[config.mk]
export PLATFORM = sky130hd
export DESIGN_NAME = pov_spi_tx
export DESIGN_NICKNAME = d
export VERILOG_FILES = /design/src/rtl/pov_spi_tx.sv
export SDC_FILE = /design/constraint.sdc
export NUM_CORES = 1
export LEC_CHECK = 0
export CORE_ASPECT_RATIO = 1.5
export CORE_MARGIN = 4
export CORE_UTILIZATION = 36
export CTS_CLUSTER_SIZE = 20
export DETAILED_ROUTE_END_ITERATION = 7
export PLACE_DENSITY = 0.62
export SLEW_MARGIN = 20
export SYNTH_ARGS = -nofsm -noshare
export SYNTH_HDL_FRONTEND = slang
export SYNTH_SLANG_ARGS = --single-unit
[constraint.sdc]
create_clock -name clk -period 2.46 [get_ports clk]
set_clock_uncertainty 0.1 [all_clocks]
set_input_delay 0.492 -clock clk [delete_from_list [all_inputs] [get_ports clk]]
set_output_delay 0.492 -clock clk [all_outputs]
set_load 0.05 [all_outputs]
[src/rtl/pov_spi_tx.sv]
// pov_spi_tx
// ----------
// Transmitting end of the renderer's vector SPI link. One request captures the
// six point-of-view vectors into a shift register and sends them as a single
// SPI mode-0 frame, MSB first, in the order playerX, playerY, facingX, facingY,
// vplaneX, vplaneY. The frame is followed by a short trailer with SS still low
// and then an inter-frame gap with SS high. New requests are accepted only
// once that gap is over.
//
// Optional build macro:
//   POV_TX_AUTO_EN : a registered rising edge on i_vsync also starts a frame.
//                    Without it i_vsync is ignored.
//
// Ports:
//   clk                    system clock, the only clock
//   reset_n                asynchronous, active-low reset
//   i_start                start request, sampled only while idle
//   i_playerX/Y            player position (POS_BITS each)
//   i_facingX/Y            facing direction (DIR_BITS each)
//   i_vplaneX/Y            view plane (DIR_BITS each)
//   i_vsync                renderer vsync (used only with POV_TX_AUTO_EN)
//   o_sclk                 SPI clock, idles low
//   o_mosi                 serial data
//   o_ss_n                 active-low frame select
//   o_busy                 high from accept until the end of the gap
//   o_done                 one-cycle pulse at frame completion
module pov_spi_tx #(
   parameter int POS_BITS = 15,
   parameter int DIR_BITS = 11,
   parameter int CLK_DIV  = 2
) (
   input  logic                clk,
   input  logic                reset_n,
   input  logic                i_start,
   input  logic [POS_BITS-1:0] i_playerX,
   input  logic [POS_BITS-1:0] i_playerY,
   input  logic [DIR_BITS-1:0] i_facingX,
   input  logic [DIR_BITS-1:0] i_facingY,
   input  logic [DIR_BITS-1:0] i_vplaneX,
   input  logic [DIR_BITS-1:0] i_vplaneY,
   input  logic                i_vsync,
   output logic                o_sclk,
   output logic                o_mosi,
   output logic                o_ss_n,
   output logic                o_busy,
   output logic                o_done
);

   localparam int N    = 2 * POS_BITS + 4 * DIR_BITS;
   localparam int BC_W = $clog2(N);
   // A divider of 1 would give a zero-width phase counter; keep one bit.
   localparam int PH_W = (CLK_DIV > 1) ? $clog2(CLK_DIV) : 1;
   localparam logic [PH_W-1:0] PH_LAST  = PH_W'(CLK_DIV - 1);
   localparam logic [BC_W-1:0] BIT_LAST = BC_W'(N - 1);

   typedef enum logic [1:0] {
      S_IDLE,
      S_SHIFT,
      S_TRAIL,
      S_GAP
   } state_t;

   state_t          state_reg;
   logic [N-1:0]    shift_reg;
   logic [BC_W-1:0] bit_cnt_reg;
   logic [PH_W-1:0] phase_reg;
   logic            sclk_reg;
   logic            mosi_reg;
   logic            ss_n_reg;
   logic            busy_reg;
   logic            done_reg;

   logic [N-1:0]    frame_w;
   logic            req_w;

   assign frame_w = {i_playerX, i_playerY, i_facingX, i_facingY, i_vplaneX, i_vplaneY};

`ifdef POV_TX_AUTO_EN
   logic vsync_q_reg;
   logic vsync_edge_reg;

   // Edge pulse is registered, so it reaches the FSM one cycle after the rise.
   always_ff @(posedge clk or negedge reset_n) begin
      if (!reset_n) begin
         vsync_q_reg    <= 1'b0;
         vsync_edge_reg <= 1'b0;
      end else begin
         vsync_q_reg    <= i_vsync;
         vsync_edge_reg <= i_vsync & ~vsync_q_reg;
      end
   end

   assign req_w = i_start | vsync_edge_reg;
`else
   logic unused_vsync;

   assign unused_vsync = i_vsync;
   assign req_w        = i_start;
`endif

   always_ff @(posedge clk or negedge reset_n) begin
      if (!reset_n) begin
         state_reg   <= S_IDLE;
         shift_reg   <= '0;
         bit_cnt_reg <= '0;
         phase_reg   <= '0;
         sclk_reg    <= 1'b0;
         mosi_reg    <= 1'b0;
         ss_n_reg    <= 1'b1;
         busy_reg    <= 1'b0;
         done_reg    <= 1'b0;
      end else begin
         done_reg <= 1'b0;
         case (state_reg)
            S_IDLE: begin
               if (req_w) begin
                  state_reg   <= S_SHIFT;
                  shift_reg   <= frame_w;
                  mosi_reg    <= frame_w[N-1];
                  ss_n_reg    <= 1'b0;
                  busy_reg    <= 1'b1;
                  sclk_reg    <= 1'b0;
                  bit_cnt_reg <= '0;
                  phase_reg   <= '0;
               end
            end

            S_SHIFT: begin
               if (phase_reg == PH_LAST) begin
                  phase_reg <= '0;
                  if (!sclk_reg) begin
                     sclk_reg <= 1'b1;
                  end else begin
                     // End of a high phase: falling edge, then next bit (or trailer).
                     sclk_reg <= 1'b0;
                     if (bit_cnt_reg == BIT_LAST) begin
                        state_reg <= S_TRAIL;
                     end else begin
                        bit_cnt_reg <= bit_cnt_reg + 1'b1;
                        mosi_reg    <= shift_reg[N-2];
                        shift_reg   <= {shift_reg[N-2:0], 1'b0};
                     end
                  end
               end else begin
                  phase_reg <= phase_reg + 1'b1;
               end
            end

            S_TRAIL: begin
               // mosi keeps the last bit here so the receiver sees a clean tail.
               if (phase_reg == PH_LAST) begin
                  phase_reg   <= '0;
                  state_reg   <= S_GAP;
                  ss_n_reg    <= 1'b1;
                  mosi_reg    <= 1'b0;
                  done_reg    <= 1'b1;
                  bit_cnt_reg <= '0;
                  shift_reg   <= '0;
               end else begin
                  phase_reg <= phase_reg + 1'b1;
               end
            end

            S_GAP: begin
               if (phase_reg == PH_LAST) begin
                  phase_reg <= '0;
                  state_reg <= S_IDLE;
                  busy_reg  <= 1'b0;
               end else begin
                  phase_reg <= phase_reg + 1'b1;
               end
            end

            default: begin
               state_reg <= S_IDLE;
            end
         endcase
      end
   end

   assign o_sclk = sclk_reg;
   assign o_mosi = mosi_reg;
   assign o_ss_n = ss_n_reg;
   assign o_busy = busy_reg;
   assign o_done = done_reg;

endmodule

### Word-level counts from Yosys, hierarchy flattened

Index checks and enable logic that the tools add are counted.

| operators by class | value |
|---|---|
| add/sub/neg operators | 2 |
| muxes and demuxes | 37 |
| reduce and logical (&&, ||, !) cells | 11 |
| equal/unequal tests | 11 |

Operators with widths:

| cell | number |
|---|---|
| $mux 73 | 5 |
| $pmux 73 s3 | 1 |
| $mux 7 | 5 |
| $pmux 7 s3 | 1 |
| $ne 2x2->1 const B | 7 |
| $mux 1 | 13 |
| $mux 2 | 6 |
| $reduce_and 6->1 | 2 |
| $reduce_and 3->1 | 3 |
| $pmux 1 s2 | 4 |
| $pmux 2 s4 | 1 |
| $add 7x1->7 const B | 1 |
| $eq 7x7->1 const B | 1 |
| $reduce_bool 2->1 | 3 |
| $eq 2x2->1 const B | 2 |
| $pmux 1 s3 | 1 |
| $reduce_bool 3->1 | 1 |
| $reduce_or 3->1 | 1 |
| $eq 2x1->1 const B | 1 |
| $logic_not 2->1 | 1 |
| $add 1x1->1 const B | 1 |

| storage, ports and cells | value |
|---|---|
| register bits | 88 |
| logic and storage cells | 70 |

### Longest topological paths before layout

Gate-level depths: netlist (run 1).

| depth | value |
|---|---|
| word-level depth | 5 |
| gate-level depth with buffers | 9 |

### Worst setup path before layout (run 1)

Ideal clock, no wire load.

| timing | value |
|---|---|
| kind | register to register |
| start | register sclk_reg (netlist: o_sclk) |
| end | register mosi_reg (netlist: o_mosi) |
| clock period less this slack | 2.151 ns |
| setup time | 0.123 ns |
| arrival | 1.928 ns |
| cell stages (with the launch flop) | 8 |
| data required time | 2.237 ns |
| slack | 0.309 ns |
| cell sequence | dfrtp_1 nand2_2 a2111oi_4 and2_1 buf_2 buf_4 buf_4 a21oi_1 |

| between the ends | value |
|---|---|
| longest elaborated chain between the ends | 2 |

Ends and longest elaborated chain:

| element | RTL line | source |
|---|---|---|
| start: declaration | 67 | `logic sclk_reg;` |
| start signal: assignment | 107 | `sclk_reg <= 1'b0;` |
| start signal: assignment | 122 | `sclk_reg <= 1'b0;` |
| start signal: assignment | 132 | `sclk_reg <= 1'b1;` |
| $ne 2x2->1 (no line) | - |  |
| $reduce_and 6->1 (no line) | - |  |
| end signal: assignment | 119 | `mosi_reg <= frame_w[N-1];` |
| end signal: assignment | 140 | `mosi_reg <= shift_reg[N-2];` |
| end: declaration | 68 | `logic mosi_reg;` |

No other way between the ends.
A chain may end at the register's enable or synchronous reset.

### Final worst setup path (run 1)

| timing | value |
|---|---|
| start | register state_reg[0] |
| end | register bit_cnt_reg[6] |

| between the ends | value |
|---|---|
| longest elaborated chain between the ends | 3 |

Ends and longest elaborated chain:

| element | RTL line | source |
|---|---|---|
| start: declaration | 63 | `state_t state_reg;` |
| start signal: assignment | 103 | `state_reg <= S_IDLE;` |
| start signal: assignment | 117 | `state_reg <= S_SHIFT;` |
| start signal: assignment | 137 | `state_reg <= S_TRAIL;` |
| $eq 2x1->1, or another cell as far along | 114 | `case (state_reg)` |
| $ne 2x2->1 (no line) or $reduce_bool 3->1 (tied branches) | - |  |
| $reduce_and 6->1 (no line) | - |  |
| end signal: assignment | 139 | `bit_cnt_reg <= bit_cnt_reg + 1'b1;` |
| end: declaration | 65 | `logic [BC_W-1:0] bit_cnt_reg;` |

Parallel ways exist; a longest one is shown, timed or not.

==> results.sh, run 1 <==
export IMPL_cpMaxStageDelayCell="dfrtp_1"
export IMPL_clkTransAtPathRegs_ns=0.07
export IMPL_core_area_um2=12080
export IMPL_synth_common_cells="220 x a21oi_1, 87 x dfrtp_1, 77 x nor2b_1, 30 x clkbuf_1"
export IMPL_cts_num_sinks=88
export IMPL_synth_area_leader_cell="dfrtp_1"
export IMPL_rows=49
export IMPL_dieArea_um2=14310
export IMPL_synthArstFlopShare=1.000
export IMPL_p_per_area_nw_per_um2=524.8
export IMPL_synth_most_common_cell="a21oi_1"
export IMPL_drc_errors=0
export IMPL_cpPeakStageDelay_ns=0.40
export IMPL_cellLeakagePower_uw=0.002437
export IMPL_max_freq_ghz=0.4415
export IMPL_slew_violations=0
export IMPL_synth_seq_area_share=0.4926
export IMPL_cts_tree="built"
export IMPL_synth_compound_area_share=0.2772
export IMPL_area_growth_pct=30.01
export IMPL_path_cells="inv_1 > ha_1 > nor2b_1 > a2111oi_4 > buf_4 > buf_12 > nand2_1 > o2bb2ai_1"
export IMPL_synth_simple_gate_area_share=0.1393
export IMPL_ctsHoldBuffers=0
export IMPL_grt_use_total=0.1513
export IMPL_grt_pass1_wl_mm=17.57
export IMPL_htree_levels=3
export IMPL_ctsLongestPathBuffers=2
export IMPL_grt_max_degree=77
export IMPL_rr_endpoint="bit_cnt_reg[6]$_DFFE_PN0P_"
export IMPL_nets=646
export IMPL_min_path_type="primary input to asynchronous set/reset pin"
export IMPL_largest_reg_flops=73
export IMPL_synth_xor_area_frac=0.003916
export IMPL_postRouteAntennaNets=0
export IMPL_crit_buf_inv=3
export IMPL_vias=3791
export IMPL_rsz0062_at_grt="false"
export IMPL_cts_setup_buffers=0
export IMPL_io_buffers=81
export IMPL_end_kind="flip-flop"
export IMPL_start_util=0.3704
export IMPL_crit_fanout=40
export IMPL_status="finished clean"
export IMPL_max_vdd_ir_drop_mv=0.3155
export IMPL_grt_pass1_vias=3736
export IMPL_die_x_um=99.02
export IMPL_hold_ws_ns=0.08922
export IMPL_drive_gt1_frac=0.07257
export IMPL_n_antenna_cell=0
export IMPL_dr_pass1_iters=4
export IMPL_yosysWarnings=0
export IMPL_drt_iter0_markers=174
export IMPL_cp_top_family="buffers and inverters"
export IMPL_cp_start_kind="flip-flop"
export IMPL_required_ns=2.58
export IMPL_r2r_slack_ns=0.19
export IMPL_hold_viol=0
export IMPL_hpwl_mm=7.088
export IMPL_wire_per_inst_um=15.03
export IMPL_grt_overflow_total=0
export IMPL_synth_top_family_by_area="compound AO/OA/AOI/OAI gates"
export IMPL_synth_distinct_cells=35
export IMPL_worstSetupPathType="flip-flop to flip-flop"
export IMPL_io_pins=83
export IMPL_viasPerCell=5.280
export IMPL_crit_arrival_ns=2.38
export IMPL_drt_wl_total_mm=10.79
export IMPL_ys_ff_latch=88
export IMPL_worst_pin_slew_ns=0.7791
export IMPL_synth_ff_type="dfrtp_1"
export IMPL_fin_crit_sh=0.9208
export IMPL_die_y_um=144.5
export IMPL_gp_congestion=0.8061
export IMPL_max_cap_violations=0
export IMPL_numCtsBuffers=9
export IMPL_netlist_area_um2=4473
export IMPL_synth_nets=582
export IMPL_rr_worst_depth=8
export IMPL_synth_mux_area_frac=0.01399
export IMPL_antenna_found_initial=0
export IMPL_final_core_util=0.4815
export IMPL_r2r_start="state_reg[0]$_DFFE_PN0P_"
export IMPL_setup_viol=0
export IMPL_clk_latency_ns=0.34
export IMPL_period_needed_ns=2.265
export IMPL_syn_inst=496
export IMPL_cts_resized=0
export IMPL_fin_tns_setup_ns=0
export IMPL_cts_root_buf="clkbuf_16"
export IMPL_synthAdderAreaFrac=0.02238
export IMPL_synth_edf_count=0
export IMPL_synth_top_area_share=0.4867
export IMPL_syn_area_per_cell_um2=9.018
export IMPL_maxSlewHeadroom=0.4806
export IMPL_synth_area_top_cells="dfrtp_1 49%, a21oi_1 25%, nor2b_1 11%, clkbuf_1 2.5%, ha_1 2.2%"
worst register-to-register path, stage by stage, from the launching register on:
cell and delay, ns:
dfrtp_1 0.40, inv_1 0.12, ha_1 0.26, nor2b_1 0.18, a2111oi_4 0.34, buf_4 0.25, buf_12 0.23, nand2_1 0.11
o2bb2ai_1 0.16
logic make-up (layout without fill, tap and decap cells):
kind of cell	after synthesis	count (layout)
AOI/OAI and AO/OA	236	236
and+or+nand+nor	104	104
DFF	88	88
buffers and inverters	52	121
adders and majority gates	8	8
muxes	6	6
xor gates and xnor gates	2	2
per-stage QoR:
step / instance area [um^2] / cells / total power, uW / setup slack [ns]
after global routing: 5816 / 718 / 3140 / 0.02871
final: 5816 / 718 / 3052 / 0.1949
after floorplan: 4473 / 496 / 1491 / 0.3091
after detailed placement: 5498 / 702 / 1646 / 0.1488
after CTS: 5816 / 718 / 3091 / 0.1665
after global placement: 5498 / 702 / 1645 / 0.1557
power breakdown:
| part | internal [uW] | switching, uW | leakage [uW] |
|---|---|---|---|
| clock network | 870 | 566 | 0.000155 |
| registers | 1450 | 0 | 0.00120 |
| logic | 123 | 45.2 | 0.00109 |
| total | 2440 | 611 | 0.00244 |
how the worst max path moves through the flow:
stage	startpoint	to	cells past startpoint
6_report	state_reg[0]$_DFFE_PN0P_	bit_cnt_reg[6]$_DFFE_PN0P_	8
5_1_grt	state_reg[1]$_DFFE_PN0P_	shift_reg[61]$_DFFE_PN0P_	7
4_1_cts	state_reg[1]$_DFFE_PN0P_	shift_reg[56]$_DFFE_PN0P_	7
3_5_place_dp	i_start	bit_cnt_reg[6]$_DFFE_PN0P_	7
3_3_place_gp	i_start	bit_cnt_reg[5]$_DFFE_PN0P_	7
2_1_floorplan	o_sclk$_DFFE_PN0P_	o_mosi$_DFFE_PN0P_	7
layout by cell type (no fill, tap or decap), types with 2 or more instances in the layout:
master,synthesis,final
a21oi_1,220,220
dfrtp_1,87,87
clkdlybuf4s50_1,0,80
nor2b_1,77,77
clkbuf_16,0,9
inv_1,8,8
nand2_1,8,8
buf_4,6,8
buf_12,0,8
ha_1,8,7
o21ai_0,4,4
mux2i_1,4,4
nand4_1,3,3
nor2_1,3,3
o2bb2ai_1,3,3
clkbuf_8,0,3
and2_2,0,2
nand2b_1,2,2
and3_1,2,2
nand3_1,2,2
xor2_1,2,2
o221ai_1,2,2
cell type report:
type                            instances  area [um^2]
Clock inverter                          4        51.30
Timing Repair Buffer                   96         1021
Clock buffer                           12        266.5
Multi-Input combinational cell        356         2048
Sequential cell                        88         2203
Inverter                                9        33.78
Fill cell                            1140         6262
Tap cell                              153        191.4
metal layers:
metal | wire length, um | vias up | GRT usage
met4 | 198 | 0 | 0.06403
met2 | 5619 | 84 | 0.2666
met1 | 4505 | 1836 | 0.1824
met3 | 464 | 12 | 0.02461
met5 | 0 | - | 0
li1 | - | 1859 | -
Power figures use the tool's default switching activity.
==> run 2: changes to the inputs <==
Settings changed: CAP_MARGIN set to 5.
==> results of run 2 <==
No change in the layout: final DEF, timing and power equal those of run 1.
